**config.mk**
```make
export PLATFORM = sky130hd
export DESIGN_NAME = tanh_in_quant_4bit
export DESIGN_NICKNAME = d
export VERILOG_FILES = /design/src/rtl/tanh_act_pkg.sv /design/src/rtl/tanh4_quant.sv /design/src/rtl/tanh_in_quant_4bit.sv
export SDC_FILE = /design/constraint.sdc
export NUM_CORES = 1
export LEC_CHECK = 0
export BUFFER_PORTS_ARGS = -buffer_cell sky130_fd_sc_hd__buf_2
export CORE_MARGIN = 3
export CORE_UTILIZATION = 40
export CTS_BUF_LIST = sky130_fd_sc_hd__clkbuf_2
export CTS_CLUSTER_SIZE = 40
export DETAILED_ROUTE_END_ITERATION = 12
export PLACE_DENSITY = 0.64
export SYNTH_ARGS = -nofsm -noshare
export SYNTH_HDL_FRONTEND = slang
export SYNTH_HIERARCHICAL = 1
export SYNTH_SLANG_ARGS = --single-unit
```
**constraint.sdc**
```tcl
create_clock -name clk -period 2.4 [get_ports clk]
set_input_delay 0.24 -clock clk [delete_from_list [all_inputs] [get_ports clk]]
set_output_delay 0.24 -clock clk [all_outputs]
set_load 0.01 [all_outputs]
```
**src/rtl/tanh_act_pkg.sv**
```systemverilog
// Shared definitions for the 4-bit approximate tanh datapath: code format
// constants and the sample record passed between the quantiser and the
// downstream sign-restore stage.
package tanh_act_pkg;

  localparam int TANH_CODE_W    = 4;
  localparam int TANH_CODE_FRAC = 2;
  localparam int TANH_CODE_MAX  = 15;

  typedef logic [TANH_CODE_W-1:0] tanh_code_t;

  typedef struct packed {
    tanh_code_t code;
    logic       sign;
    logic       sat;
  } tanh_samp_t;

endpackage

```
**src/rtl/tanh4_quant.sv**
```systemverilog
// Combinational magnitude quantiser: rounds an unsigned fixed-point magnitude
// half-up to Q2.2 and clips anything above 3.75 to the top code.
module tanh4_quant
  import tanh_act_pkg::*;
#(
  parameter int IN_W   = 16,
  parameter int FRAC_W = 12
) (
  input  logic [IN_W-1:0] mag,
  output tanh_code_t      code,
  output logic            sat
);

  localparam int SHIFT = FRAC_W - TANH_CODE_FRAC;
  // Half of one output LSB, expressed in input LSBs.
  localparam logic [IN_W:0] HALF = {{IN_W{1'b0}}, 1'b1} << (SHIFT - 1);

  // One extra bit so the rounding add cannot overflow for 2^(IN_W-1).
  logic [IN_W:0] sum;
  logic [IN_W:0] q;

  // Round half-up, then saturate anything that does not fit in the code.
  always_comb begin
    sum  = {1'b0, mag} + HALF;
    q    = sum >> SHIFT;
    sat  = |q[IN_W:TANH_CODE_W];
    code = sat ? tanh_code_t'(TANH_CODE_MAX) : q[TANH_CODE_W-1:0];
  end

endmodule

```
**src/rtl/tanh_in_quant_4bit.sv**
```systemverilog
// Input feeder for the 4-bit tanh circuits: two-stage valid/ready pipeline
// (magnitude/sign, then round/saturate) with a saturating event counter.
module tanh_in_quant_4bit
  import tanh_act_pkg::*;
#(
  parameter int IN_W   = 16,
  parameter int FRAC_W = 12,
  parameter int CNT_W  = 16
) (
  input  logic             clk,
  input  logic             rst_n,
  input  logic [IN_W-1:0]  in_data,
  input  logic             in_valid,
  output logic             in_ready,
  output logic [3:0]       out_code,
  output logic             out_sign,
  output logic             out_sat,
  output logic             out_valid,
  input  logic             out_ready,
  input  logic             sat_clr,
  output logic [CNT_W-1:0] sat_count
);

  localparam logic [IN_W-1:0] ONE_IN = {{(IN_W-1){1'b0}}, 1'b1};

  logic            s1_valid;
  logic [IN_W-1:0] s1_mag;
  logic            s1_sign;

  logic            s2_valid;
  tanh_samp_t      s2_q;

  logic [IN_W-1:0] in_mag;
  tanh_code_t      q_code;
  logic            q_sat;
  tanh_samp_t      s1_samp;
  logic            hold2;
  logic            out_fire;

  logic [CNT_W-1:0] sat_count_q;

  // Absolute value; the most negative input maps to 2^(IN_W-1) as unsigned.
  always_comb begin
    in_mag = in_data[IN_W-1] ? ((~in_data) + ONE_IN) : in_data;
  end

  tanh4_quant #(
    .IN_W   (IN_W),
    .FRAC_W (FRAC_W)
  ) u_quant (
    .mag  (s1_mag),
    .code (q_code),
    .sat  (q_sat)
  );

  // Assemble the stage-2 record; a zero code never carries a minus sign.
  always_comb begin
    s1_samp      = '0;
    s1_samp.code = q_code;
    s1_samp.sat  = q_sat;
    s1_samp.sign = s1_sign & (q_code != '0);
  end

  // Stall decode: stage 2 holds while presented and not taken.
  always_comb begin
    hold2    = s2_valid & ~out_ready;
    in_ready = rst_n & ~(s1_valid & hold2);
    out_fire = s2_valid & out_ready;
  end

  // Stage 1: capture magnitude and sign whenever the block accepts.
  always_ff @(posedge clk) begin
    if (!rst_n) begin
      s1_valid <= 1'b0;
      s1_mag   <= '0;
      s1_sign  <= 1'b0;
    end else if (in_ready) begin
      s1_valid <= in_valid;
      if (in_valid) begin
        s1_mag  <= in_mag;
        s1_sign <= in_data[IN_W-1];
      end
    end
  end

  // Stage 2: take the quantised sample unless the consumer is stalling.
  always_ff @(posedge clk) begin
    if (!rst_n) begin
      s2_valid <= 1'b0;
      s2_q     <= '0;
    end else if (!hold2) begin
      s2_valid <= s1_valid;
      if (s1_valid) begin
        s2_q <= s1_samp;
      end
    end
  end

  // Saturation counter: counts delivered clipped samples, sticks at all-ones,
  // and a clear request beats a simultaneous increment.
  always_ff @(posedge clk) begin
    if (!rst_n) begin
      sat_count_q <= '0;
    end else if (sat_clr) begin
      sat_count_q <= '0;
    end else if (out_fire && s2_q.sat && (sat_count_q != '1)) begin
      sat_count_q <= sat_count_q + {{(CNT_W-1){1'b0}}, 1'b1};
    end
  end

  assign out_valid = s2_valid;
  assign out_code  = s2_q.code;
  assign out_sign  = s2_q.sign;
  assign out_sat   = s2_q.sat;
  assign sat_count = sat_count_q;

endmodule

```
==> results.py, run 1 <==
metrics = {
    "sta": {
        "max_slew_margin_pct": 65.86,
        "worstMarginPinSlew_ns": 0.5111,
        "setup_slack_ns": 0.6028,
        "fmax_mhz": 556.4,
        "hold_viol_final": 0,
        "clock_skew_ns": 0.01452,
        "drv_slew": 0,
        "grt_setup_unrepaired": "no",
        "tns_ns": 0,
        "finalCritPeriodShare_pct": 74.88,
        "period_minus_slack_ns": 1.797,
        "setup_viol": 0,
    },
    "clock_tree": {
        "clock-sinks": 32,
        "htreeDepth": 2,
        "cts_tree": "built",
        "cts_root_buffer": "clkbuf_2",
        "cts_made_buffers": 5,
        "post_cts_buffers": 0,
        "post_cts_resized": 0,
        "cts_buffer_depth": 2,
        "clock_latency_ns": 0.37,
        "clk_pin_slew_ns": 0.18,
        "cts_hold_buf": 0,
    },
    "route": {
        "firstDrtPassIters": 4,
        "wl_per_cell_um": 12.87,
        "drc_errors": 0,
        "num_vias": 1702,
        "drt-total-wl_mm": 3.848,
        "post_drt_via_cell_ratio": 5.692,
        "drt_iter0_markers": 48,
        "drtAntennaViolNets": 0,
    },
    "floorplanning": {
        "rows": 23,
        "initial_core_util_pct": 43.45,
        "die_h_um": 73.56,
        "io_pins": 45,
        "core_um2": 4202,
        "die_w_um": 73.56,
        "die_area_um2": 5410,
    },
    "synth": {
        "synth_area_um2": 1826,
        "syn-mean-instance-area_um2": 8.776,
        "synth_warnings": 6,
        "synthCells": 208,
        "synth.net_count": 232,
    },
    "global_routing": {
        "grt_pass1_vias": 1497,
        "overflow": 0,
        "grt_usage_pct": 15.68,
        "grt_max_degree": 22,
        "grt_pass1_wl_mm": 6.679,
        "antenna_found_initial": 0,
    },
    "setup_path": {
        "cp-end-kind": "register",
        "path_cells": "ha_1 -> and3_2 -> nor4b_2 -> mux2i_1 -> o41ai_1 -> or2_2 -> a21boi_0",
        "crit_fanout": 4,
        "path_class": "register to register",
        "r2r_start": "s1_mag[9]$_SDFFE_PN0P_",
        "worst_setup_path_start_kind": "register",
        "r2r_slack_ns": 0.60,
        "cp_slowest_cell": "dfxtp_1",
        "r2r_cells": 7,
        "reg2reg_to": "out_sign$_SDFFE_PN0P_",
        "worstPathRequired_ns": 2.68,
        "max_stage_delay_ns": 0.36,
        "arrival_ns": 2.08,
    },
    "pwr": {
        "leakagePower_nw": 0.8920,
        "seqPwrFrac_pct": 53.3,
        "p_total_mw": 1.064,
        "peakVddDrop_mv": 0.3818,
        "sw_frac_of_total_pct": 25.71,
        "cellPowerDensity_nw_per_um2": 498.7,
        "clockPowerShare_pct": 34.5,
        "combPwrFrac_pct": 12.2,
        "p_int_uw": 790.3,
        "p_switching_uw": 273.4,
    },
    "final_layout": {
        "syn2layout_area_growth_pct": 16.86,
        "num-nets-final": 272,
        "num_antenna_cells": 0,
        "drive_gt1_share_pct": 26.10,
    },
    "place": {
        "dp_slack_ns": 0.5945,
        "dp_hpwl_mm": 2.965,
        "portBuffers": 44,
        "gp_congestion": 0.7979,
    },
    "min_path": {
        "worstHoldEndpoint": "s1_valid$_SDFFE_PN0P_",
        "hold_class": "input pin to register",
        "hold_depth": 3,
        "min_from": "in_valid",
    },
    "run": {
        "maxCapViolCount": 0,
    },
    "status": {
        "status": "completed",
    },
}
[state kept, by name, summed over array words and instances (netlist names)]
| name | count |
|---|---|
| out_sign | 1 |
| s1_mag | 7 |
| out_sat | 1 |
| s1_sign | 1 |
| out_code | 4 |
| out_valid | 1 |
| sat_count | 16 |
| s1_valid | 1 |
[layout by cell type, fill, tap and decap left out, types with 6 or more instances in the layout]
master,n
buf_2,44
dfxtp_1,32
nand3_1,14
nand2_1,12
a21oi_1,9
nor2_1,9
mux2i_1,8
nand4_1,7
nor2b_1,7
inv_1,6
or3_1,6
or4_1,6
o41ai_1,6
clkbuf_2,6
[worst max-delay path, delay by kind of cell (launching register included)]
kind,cells,cell delay (ns)
DFF,1,0.36
AOI/OAI and AO/OA,2,0.40
muxes,1,0.12
adders and majority gates,1,0.23
and+or+nand+nor,3,0.62
[metal layers]
layer,routed length [um],track usage (%),part of all wire [%],vias to the layer above
met1,1743,18.88,45,782
met4,42,6.036,1.1,0
met2,1815,26.18,47,42
met5,0,0,0,-
met3,246,4.514,6.4,5
li1,-,-,-,873
[worst max path at each step]
stage / cells past startpoint / to / from / slack [ns]
2_1_floorplan: 7 / out_sign$_SDFFE_PN0P_ / s1_mag[9]$_SDFFE_PN0P_ / 0.74
3_3_place_gp: 7 / out_sign$_SDFFE_PN0P_ / s1_mag[9]$_SDFFE_PN0P_ / 0.67
3_5_place_dp: 7 / out_sign$_SDFFE_PN0P_ / s1_mag[9]$_SDFFE_PN0P_ / 0.59
4_1_cts: 7 / out_sign$_SDFFE_PN0P_ / s1_mag[9]$_SDFFE_PN0P_ / 0.59
5_1_grt: 7 / out_sign$_SDFFE_PN0P_ / s1_mag[9]$_SDFFE_PN0P_ / 0.39
6_report: 7 / out_sign$_SDFFE_PN0P_ / s1_mag[9]$_SDFFE_PN0P_ / 0.60
[metrics by stage]
stage | cells | hold WS (ns) | utilization [%] | cell area (um^2)
final | 299 | 0.1104 | 50.77 | 2133
after global routing | 299 | 0.09748 | 50.77 | 2133
after CTS | 299 | 0.07626 | 50.77 | 2133
after detailed placement | 291 | 0.4550 | 49.23 | 2068
after global placement | 291 | 0.4540 | 49.23 | 2068
after floorplan | 208 | 0.3789 | - | 1826
[final cells by class]
class	count	area, um^2
Inverter	6	22.52
Tap cell	50	62.56
Multi-Input combinational cell	158	1115
Clock inverter	2	35.03
Timing Repair Buffer	45	227.7
Fill cell	422	2068
Sequential cell	32	640.6
Clock buffer	6	30.03
[power groups by stage]
stage | sequential (mW) | clock [mW] | combinational [mW]
2_1_floorplan | 0.577 | 0 | 0.0879
3_3_place_gp | 0.578 | 0 | 0.131
3_5_place_dp | 0.578 | 0 | 0.132
4_1_cts | 0.567 | 0.380 | 0.132
5_1_grt | 0.571 | 0.401 | 0.149
6_report | 0.567 | 0.367 | 0.130
Note: power is estimated with default switching activity, not from simulation.
==> inputs of run 2 (changes only) <==
- clock period: 2.4 -> 1.9 ns (I/O delays scaled with it)
==> results.py, run 2 (synthesized netlist as in run 1, its figures left out) <==
metrics = {
    "route": {
        "post_drt_via_cell_ratio": 5.544,
        "drt_iter0_markers": 57,
        "drc_errors": 0,
        "drtAntennaViolNets": 0,
        "drt-total-wl_mm": 4.047,
        "wl_per_cell_um": 13.27,
        "firstDrtPassIters": 4,
        "num_vias": 1691,
    },
    "final_layout": {
        "finalInstanceArea_um2": 2187,
        "final_util_pct": 52.05,
        "num-nets-final": 278,
        "syn2layout_area_growth_pct": 19.81,
        "layout.cells.non_filler": 305,
        "drive_gt1_share_pct": 28.63,
        "final_cell_mix": "buf_2, dfxtp_1, nand3_1",
        "num_antenna_cells": 0,
        "mostFrequentLayoutCell": "buf_2",
        "largest_reg_flops": 16,
    },
    "min_path": {
        "hold_class": "input pin to register",
    },
    "setup_path": {
        "worst_setup_path_start_kind": "register",
        "cp_top_family": "simple AND/OR/NAND/NOR gates",
        "max_stage_delay_ns": 0.35,
        "cp-end-kind": "register",
        "path_class": "register to register",
        "path_cells": "ha_1 -> and3_2 -> and3_1 -> a21oi_1 -> o41ai_2 -> or2_2 -> a21boi_0",
        "r2r_slack_ns": 0.14,
        "cp_slowest_cell": "dfxtp_1",
        "cp.buffers_inverters": 0,
        "crit_fanout": 4,
        "worstPathRequired_ns": 2.20,
        "arrival_ns": 2.05,
    },
    "sta": {
        "fmax_mhz": 569.8,
        "drv_slew": 0,
        "worstMarginPinSlew_ns": 0.5234,
        "grt_setup_unrepaired": "no",
        "finalCritPeriodShare_pct": 92.37,
        "clock_skew_ns": 0.02165,
        "hold_viol_final": 0,
        "max_slew_margin_pct": 65.03,
        "setup_slack_ns": 0.1450,
        "timing.hold.ws_ns": 0.05783,
        "setup_viol": 0,
        "period_minus_slack_ns": 1.755,
        "tns_ns": 0,
    },
    "floorplanning": {
        "die_area_um2": 5410,
        "die_w_um": 73.56,
        "rows": 23,
        "initial_core_util_pct": 43.45,
        "io_pins": 45,
        "die_h_um": 73.56,
        "core_um2": 4202,
    },
    "clock_tree": {
        "clock_latency_ns": 0.37,
        "clk_pin_slew_ns": 0.19,
        "cts_made_buffers": 5,
        "cts_root_buffer": "clkbuf_2",
        "cts_hold_buf": 0,
        "clock-sinks": 32,
        "cts_tree": "built",
        "cts_buffer_depth": 2,
        "htreeDepth": 2,
    },
    "global_routing": {
        "overflow": 0,
        "grt_pass1_vias": 1493,
        "grt_usage_pct": 16.02,
        "grt_pass1_wl_mm": 6.837,
        "antenna_found_initial": 0,
        "grt_max_degree": 15,
    },
    "pwr": {
        "cellPowerDensity_nw_per_um2": 619.4,
        "leakagePower_nw": 0.9266,
        "p_total_mw": 1.355,
        "peakVddDrop_mv": 0.3356,
    },
    "status": {
        "status": "completed",
    },
    "place": {
        "portBuffers": 44,
        "gp_congestion": 0.7724,
        "dp.cells": 296,
        "dp_slack_ns": 0.1218,
        "placedInstanceArea_um2": 2106,
        "dp_hpwl_mm": 3.019,
    },
    "run": {
        "maxCapViolCount": 0,
    },
}
==> run 2: layer usage <==
layer	vias to the layer above	track usage (%)	routed length [um]
met2	43	25.79	1848
li1	881	-	-
met3	7	3.557	206
met1	760	20.47	1941
met4	0	6.841	52
met5	-	0	0
==> run 2: worst min-delay path, cell delays in order <==
cell,delay (ns)
buf_2,0.11
inv_1,0.04
a21boi_0,0.06
==> run 2: final timing paths <==
path                                              from               endpoint  cells past startpoint
worst max-delay path            s1_mag[9]$_SDFFE_PN0P_  out_sign$_SDFFE_PN0P_                      7
worst min-delay path                          in_valid  s1_valid$_SDFFE_PN0P_                      3
worst max register to register  s1_mag[9]$_SDFFE_PN0P_  out_sign$_SDFFE_PN0P_                      7
worst min register to register   out_sign$_SDFFE_PN0P_  out_sign$_SDFFE_PN0P_                      2
==> run 2: layout make-up <==
cell class	instances	area, um^2
Clock buffer	6	30.03
Clock inverter	2	35.03
Fill cell	426	2014
Inverter	6	22.52
Multi-Input combinational cell	158	1122
Sequential cell	32	641.9
Tap cell	50	62.56
Timing Repair Buffer	51	272.8
==> run 2: timing repair <==
item | CTS | global route
buffers inserted | 0 | 1
endpoints found under the setup margin | 0 | 2
gates resized for setup | 0 | 2
==> run 2: power by group <==
group          switching (mW)  internal [mW]
clock network           0.239          0.227
registers              0.0199          0.693
logic                  0.0933         0.0825
==> inputs of run 3 (changes only) <==
- PLACE_DENSITY: 0.64 -> default
==> results.py, run 3 (synthesized netlist as in run 1, its figures left out) <==
metrics = {
    "status": {
        "status": "completed",
    },
    "setup_path": {
        "cp-end-kind": "register",
        "worst_setup_path_start_kind": "register",
        "cp_top_family": "simple AND/OR/NAND/NOR gates",
        "crit_fanout": 4,
        "reg2reg_to": "out_sign$_SDFFE_PN0P_",
        "cp.buffers_inverters": 0,
        "path_cells": "ha_1 -> and3_2 -> nor4b_2 -> mux2i_1 -> o41ai_1 -> or2_2 -> a21boi_0",
        "max_stage_delay_ns": 0.35,
        "worstPathRequired_ns": 2.16,
        "arrival_ns": 2.01,
        "r2r_start": "s1_mag[9]$_SDFFE_PN0P_",
        "r2r_cells": 7,
        "r2r_slack_ns": 0.15,
        "path_class": "register to register",
        "cp_slowest_cell": "dfxtp_1",
    },
    "final_layout": {
        "num-nets-final": 281,
        "largest_reg_flops": 16,
        "syn2layout_area_growth_pct": 20.90,
        "final_cell_mix": "buf_2, dfxtp_1, nand3_1",
        "num_antenna_cells": 0,
        "mostFrequentLayoutCell": "buf_2",
        "drive_gt1_share_pct": 29.07,
        "fillCellCount": 423,
    },
    "global_routing": {
        "grt_max_degree": 16,
        "grt_usage_pct": 15.19,
        "antenna_found_initial": 0,
        "grt_pass1_wl_mm": 6.472,
        "overflow": 0,
        "grt_pass1_vias": 1424,
    },
    "floorplanning": {
        "die_w_um": 73.56,
        "initial_core_util_pct": 43.45,
        "die_area_um2": 5410,
        "core_um2": 4202,
        "io_pins": 45,
        "rows": 23,
        "die_h_um": 73.56,
    },
    "clock_tree": {
        "clk_pin_slew_ns": 0.17,
        "cts_hold_buf": 0,
        "clock-sinks": 32,
        "cts_root_buffer": "clkbuf_2",
        "htreeDepth": 2,
        "clock_latency_ns": 0.35,
        "cts_tree": "built",
        "cts_made_buffers": 5,
        "cts_buffer_depth": 2,
    },
    "run": {
        "maxCapViolCount": 0,
    },
    "place": {
        "gp_congestion": 0.8159,
        "dp_hpwl_mm": 3.091,
        "portBuffers": 44,
    },
    "pwr": {
        "leakagePower_nw": 0.9390,
        "peakVddDrop_mv": 0.2708,
        "p_total_mw": 1.345,
        "cellPowerDensity_nw_per_um2": 609.5,
    },
    "min_path": {
        "worstHoldEndpoint": "s1_valid$_SDFFE_PN0P_",
        "hold_class": "input pin to register",
        "hold_depth": 3,
        "min_from": "in_valid",
    },
    "route": {
        "num_vias": 1673,
        "wl_per_cell_um": 12.67,
        "post_drt_via_cell_ratio": 5.432,
        "drt-total-wl_mm": 3.902,
        "drc_errors": 0,
        "drtAntennaViolNets": 0,
        "drt_iter0_markers": 53,
        "firstDrtPassIters": 4,
    },
    "sta": {
        "worstMarginPinSlew_ns": 0.4929,
        "timing.hold.ws_ns": 0.1098,
        "period_minus_slack_ns": 1.753,
        "drv_slew": 0,
        "setup_viol": 0,
        "fmax_mhz": 570.5,
        "max_slew_margin_pct": 67.07,
        "tns_ns": 0,
        "finalCritPeriodShare_pct": 92.26,
        "grt_setup_unrepaired": "no",
        "clock_skew_ns": 0.02554,
        "hold_viol_final": 0,
    },
}
run 3: worst reg2reg max path, stage by stage (launching register included):
cell and delay (ns):
dfxtp_1 0.35, ha_1 0.23, and3_2 0.25, nor4b_2 0.21, mux2i_1 0.12, o41ai_1 0.31, or2_2 0.15, a21boi_0 0.06
run 3: metrics by stage:
step,utilization [%],cell area [um^2],worst slack [ns],cells
floorplan,-,1826,0.2374,208
global placement,50.66,2128,0.1776,299
detailed placement,50.66,2128,0.1355,299
CTS,52.20,2193,0.1274,307
global route,52.53,2207,0.01125,308
finish,52.53,2207,0.1470,308
run 3: report_power, final:
group          total (mW)  switching [mW]  internal (mW)
Combinational       0.173          0.0911         0.0823
Clock               0.458           0.231          0.227
Sequential          0.714          0.0205          0.693
run 3: worst max path at each step:
stage	startpoint	end	slack, ns	cells past startpoint
floorplan	s1_mag[9]$_SDFFE_PN0P_	out_sign$_SDFFE_PN0P_	0.24	7
global placement	s1_mag[9]$_SDFFE_PN0P_	out_sign$_SDFFE_PN0P_	0.18	7
detailed placement	s1_mag[9]$_SDFFE_PN0P_	out_sign$_SDFFE_PN0P_	0.14	7
CTS	sat_count[0]$_SDFFE_PP0P_	sat_count[14]$_SDFFE_PP0P_	0.13	5
global route	s1_mag[9]$_SDFFE_PN0P_	out_sign$_SDFFE_PN0P_	0.01	7
finish	s1_mag[9]$_SDFFE_PN0P_	out_sign$_SDFFE_PN0P_	0.15	7
run 3: area by class of cell:
type,instances,area (um^2),area share [%]
timing repair buffer,54,295.3,13.38
clock buffer,6,30.03,1.361
inverter,6,22.52,1.020
sequential,32,640.6,29.02
clock inverter,2,35.03,1.587
multi-input combinational,158,1121,50.79
tap,50,62.56,2.834
run 3: routing by layer:
layer	GRT usage [%]	part of all wire [%]	up-vias
met5	0	0	-
met4	4.829	0.62	0
met3	3.694	5.4	2
met2	25.30	47	40
met1	19.20	47	750
li1	-	-	881
run 3: timing repair:
item / in CTS / in global routing
setup buffers: 0 / 1
endpoints found under the setup margin: 0 / 3
gates resized for setup: 0 / 1
endpoints found under the hold margin: 0 / 0
